File: src/rtl/receiver.sv
// UART receiver: two-flop synchronized RxD, mid-bit sampling, 8 data bits LSB first.
// Define RX_PARITY_EN to expect an even-parity bit between the data bits and the stop bit.
module receiver #(
  parameter int CLKS_PER_BIT = 10417
) (
  input  logic       clk,
  input  logic       reset,
  input  logic       RxD,
  output logic [7:0] data,
  output logic       data_valid,
  output logic       framing_error,
  output logic       parity_error,
  output logic       busy
);

  localparam int CW = $clog2(CLKS_PER_BIT);
  localparam logic [CW-1:0] FULL = CW'(CLKS_PER_BIT - 1);
  localparam logic [CW-1:0] HALF = CW'(CLKS_PER_BIT / 2 - 1);

`ifdef RX_PARITY_EN
  typedef enum logic [2:0] {S_IDLE, S_START, S_DATA, S_PARITY, S_STOP} state_t;
`else
  typedef enum logic [2:0] {S_IDLE, S_START, S_DATA, S_STOP} state_t;
`endif

  state_t          r_state;
  state_t          w_next;
  logic            r_sync1;
  logic            r_sync2;
  logic            r_prev;
  logic [1:0]      r_live;
  logic            r_armed;
  logic [CW-1:0]   r_cnt;
  logic [2:0]      r_bit;
  logic [7:0]      r_shift;
  logic            w_fall;
  logic            w_half;
  logic            w_tick;
  logic            w_par_bad;

  // r_armed stays low after reset until a genuine (post-reset) high has reached rx_s,
  // so a line held low across reset cannot masquerade as a start edge.
  assign w_fall = r_armed & r_prev & ~r_sync2;
  assign w_half = (r_cnt == HALF);
  assign w_tick = (r_cnt == FULL);

`ifdef RX_PARITY_EN
  logic r_par_bad;
  logic r_perr;
  assign w_par_bad    = r_par_bad;
  assign parity_error = r_perr;
`else
  assign w_par_bad    = 1'b0;
  assign parity_error = 1'b0;
`endif

  always_ff @(posedge clk) begin
    if (!reset) r_state <= S_IDLE;
    else        r_state <= w_next;
  end

  always_comb begin
    w_next = r_state;
    case (r_state)
      S_IDLE:  if (w_fall) w_next = S_START;
      S_START: if (w_half) w_next = r_sync2 ? S_IDLE : S_DATA;
`ifdef RX_PARITY_EN
      S_DATA:   if (w_tick && r_bit == 3'd7) w_next = S_PARITY;
      S_PARITY: if (w_tick) w_next = S_STOP;
`else
      S_DATA:   if (w_tick && r_bit == 3'd7) w_next = S_STOP;
`endif
      S_STOP:  if (w_tick) w_next = S_IDLE;
      default: w_next = S_IDLE;
    endcase
  end

  always_comb begin
    busy = (r_state != S_IDLE);
  end

  always_ff @(posedge clk) begin
    if (!reset) begin
      r_sync1       <= 1'b1;
      r_sync2       <= 1'b1;
      r_prev        <= 1'b1;
      r_live        <= 2'b00;
      r_armed       <= 1'b0;
      r_cnt         <= '0;
      r_bit         <= 3'd0;
      r_shift       <= 8'd0;
      data          <= 8'd0;
      data_valid    <= 1'b0;
      framing_error <= 1'b0;
`ifdef RX_PARITY_EN
      r_par_bad     <= 1'b0;
      r_perr        <= 1'b0;
`endif
    end else begin
      r_sync1 <= RxD;
      r_sync2 <= r_sync1;
      r_prev  <= r_sync2;
      r_live  <= {r_live[0], 1'b1};
      if (r_live[1] && r_sync2) r_armed <= 1'b1;

      if (w_next != r_state || r_state == S_IDLE || w_tick) r_cnt <= '0;
      else                                                   r_cnt <= r_cnt + 1'b1;

      data_valid    <= 1'b0;
      framing_error <= 1'b0;
`ifdef RX_PARITY_EN
      r_perr        <= 1'b0;
      if (r_state == S_IDLE) r_par_bad <= 1'b0;
      if (r_state == S_PARITY && w_tick) r_par_bad <= r_sync2 ^ (^r_shift);
`endif
      if (r_state == S_IDLE) r_bit <= 3'd0;

      if (r_state == S_DATA && w_tick) begin
        r_shift <= {r_sync2, r_shift[7:1]};
        r_bit   <= r_bit + 1'b1;
      end

      if (r_state == S_STOP && w_tick) begin
        framing_error <= ~r_sync2;
`ifdef RX_PARITY_EN
        r_perr        <= r_par_bad;
`endif
        if (r_sync2 && !w_par_bad) begin
          data       <= r_shift;
          data_valid <= 1'b1;
        end
      end
    end
  end

endmodule

File: config.mk
export PLATFORM = sky130hd
export DESIGN_NAME = receiver
export DESIGN_NICKNAME = d
export VERILOG_FILES = /design/src/rtl/receiver.sv
export SDC_FILE = /design/constraint.sdc
export NUM_CORES = 1
export LEC_CHECK = 0
export BUFFER_PORTS_ARGS = -buffer_cell sky130_fd_sc_hd__buf_2
export CAP_MARGIN = 15
export CORE_MARGIN = 2
export CORE_UTILIZATION = 50
export CTS_CLUSTER_SIZE = 24
export DETAILED_ROUTE_END_ITERATION = 12
export GPL_TIMING_DRIVEN = 0
export HOLD_SLACK_MARGIN = 0.1
export PLACE_DENSITY = 0.68
export SYNTH_ARGS = -nofsm -noshare
export SYNTH_HDL_FRONTEND = slang
export SYNTH_SLANG_ARGS = --single-unit
File: constraint.sdc
create_clock -name clk -period 4.2 [get_ports clk]
set_input_delay 1.26 -clock clk [delete_from_list [all_inputs] [get_ports clk]]
set_output_delay 1.26 -clock clk [all_outputs]
set_load 0.02 [all_outputs]
==> flow_summary.toml <==
[setup_path]
end_kind = "output pin"
r2r-end = "data[4]"
rr_worst_depth = 7
start_kind = "flip-flop"
required_ns = 2.94
crit_type = "flip-flop to output pin"
crit_arrival_ns = 1.35
crit_fanout = 9
worstReg2RegStart = "r_cnt[0]"
reg2reg_slack_ns = 2.45

[layout]
diodes = 0
layout_common_cells = "44 x dfxtp_1, 23 x nand3_1, 18 x a21boi_0"
area_growth_pct = 12.0
seq_area_um2 = 881
multiInputGateArea_um2 = 937
nFillCells = 315
final_common_cell = "dfxtp_1"
drive_gt1_frac = 0.138
fin_nets = 233
fin_cells = 273

[clocking]
cts_resized = 0
ctsHtreeMaxLevel = 2
clk_pin_slew_ns = 0.07
cts_sinks = 44
clk_path_buf_depth = 2
cts_hold_buffers = 0
postCtsSetupBuffers = 0
cts_root_buffer = "clkbuf_8"
cts_tree = "yes"
cts-buffers-inserted = 5
clk_latency_ns = 0.30

[sta]
period_minus_slack_ns = 2.61
finalSetupTns_ns = 0
rsz0062_at_grt = "no"
max_clock_freq_mhz = 384
finalSetupViolCount = 0
slew_violations = 0
period_share = 0.621
hold_viol = 0
skew_ns = 0.00894

[synthesis]
yosys_warnings = 0
yosysSeqAreaShare = 0.463
synth_adder_area_share = 0.0263
synthFlopType = "dfxtp_1"
ys_ff_latch = 44
yosys-top-cells-area = "dfxtp_1 46%, a21boi_0 7.1%, nand3_1 6.0%"
synth_top_family_by_area = "simple AND/OR/NAND/NOR gates"
synth_compound_gate_area_share = 0.156
synth_area_um2 = 1900
syn_inst = 205
yosys.area_share.xor_xnor = 0.0552
avgSynthCellArea_um2 = 9.28
netlist.area_leader.share = 0.463
ys_types = 38
synth.mux.area_fraction = 0
synthSimpleGateAreaFrac = 0.251
synth_async_sr_flop_share = 0
synth-edff-count = 0
synth_top_area_cell = "dfxtp_1"

[placed_design]
gp_congestion = 0.900
port_buffers = 13
dp_cells = 267
dp_hpwl_mm = 2.71

[floorplanning]
die_height_um = 65.7
ios = 15
core_area_um2 = 3660
rows = 22
die_area_um2 = 4320
die_w_um = 65.7
initial_utilization = 0.520

[routing]
drt_iter0_markers = 88
postRouteAntennaNets = 0
vias = 1521
viasPerCell = 5.57
drt_wl_total_mm = 3.75
drtPass1Iterations = 4
drc = 0
wire_per_inst_um = 13.7

[min_path]
hp-start = "r_sync1"
hold_class = "flip-flop to flip-flop"
hold_depth = 1
min_to = "r_sync2"

[grt]
track_usage = 0.197
gr-total-overflow = 0
antenna_found_initial = 0
grt_pass1_vias = 1483
grt_max_degree = 13
grt_pass1_wl_mm = 6.44

[power]
p_switching_uw = 140
pwr-share-seq = 0.573
p_int_uw = 597
sw_frac_of_total = 0.190
vdd_drop_max_mv = 0.227
p_leak_uw = 0.000743
combPwrFrac = 0.019
p_per_area_nw_per_um2 = 346
report.power.total_uw = 737
clkPwrFrac = 0.408

[job]
cap_violations = 0

[status]
status = "complete, no violations"
[cell type report]
type	count	area share
Buffer	11	0.0294
Clock buffer	5	0.0323
Clock inverter	1	0.0141
Inverter	7	0.0123
Multi-Input combinational cell	144	0.440
Sequential cell	44	0.413
Tap cell	48	0.0282
Timing Repair Buffer	13	0.0305
[worst max-delay path by stage]
stage / startpoint / to / slack, ns / cells after the start
6_report: r_state[1] / busy / 1.59 / 2
5_1_grt: r_state[1] / busy / 1.55 / 2
4_1_cts: r_state[1] / busy / 1.58 / 2
3_5_place_dp: r_state[1] / busy / 1.91 / 2
3_3_place_gp: r_state[1] / busy / 1.94 / 2
2_1_floorplan: r_state[1] / busy / 2.09 / 1
[metal layers]
| layer | routed length [um] | track usage | up-vias |
|---|---|---|---|
| li1 | - | - | 755 |
| met1 | 1800 | 0.244 | 724 |
| met2 | 1720 | 0.313 | 32 |
| met3 | 148 | 0.0582 | 10 |
| met4 | 87 | 0.0964 | 0 |
| met5 | 0 | 0 | - |
[state kept, by name (all words and copies together) (netlist names)]
name / cells
r_state: 3
r_armed: 1
data: 8
r_sync2: 1
data_valid: 1
r_sync1: 1
framing_error: 1
r_prev: 1
r_shift: 8
r_bit: 3
r_live: 2
r_cnt: 14
[kinds of logic (layout without fill, tap and decap cells)]
logic type	after synthesis	after routing
simple gates	82	82
xor+xnor	12	12
fa+ha+maj	4	4
compound gates	44	44
other cells	1	2
flops	44	44
buf+inv	18	37
[power by group through the flow]
stage	logic [uW]	registers (uW)	clock network, uW
after floorplan	9.91	431	0
after global routing	15.3	423	322
after global placement	13.7	432	0
after detailed placement	13.9	432	0
final	14.0	422	301
after CTS	14.0	422	311
[critical path: stages (launching register included)]
cell and delay, ns:
dfxtp_1 0.40, or3_1 0.46, buf_2 0.20
[cells in the mapped netlist (2+ instances only)]
library cell / instances
dfxtp_1: 44
nand3_1: 23
a21boi_0: 18
nor2_1: 17
o21ai_0: 17
xnor2_1: 9
inv_1: 7
nand2_1: 6
clkbuf_1: 5
ha_1: 4
nand2b_1: 4
nor3_1: 4
nor4_1: 4
a21oi_1: 3
and2_1: 3
and3_1: 3
buf_4: 3
nand4_1: 3
xor2_1: 3
a31oi_1: 2
and4bb_2: 2
buf_2: 2
nand4_2: 2
nor2b_1: 2
o211ai_1: 2
[metrics by stage]
stage | cell area (um2) | utilization | worst slack [ns] | hold WS [ns]
2_1_floorplan | 1910 | - | 2.09 | 0.386
3_3_place_gp | 2030 | 0.555 | 1.94 | 0.394
3_5_place_dp | 2030 | 0.555 | 1.91 | 0.415
4_1_cts | 2130 | 0.582 | 1.58 | 0.433
5_1_grt | 2130 | 0.582 | 1.55 | 0.460
6_report | 2130 | 0.582 | 1.59 | 0.433
Power figures use the tool's default switching activity.
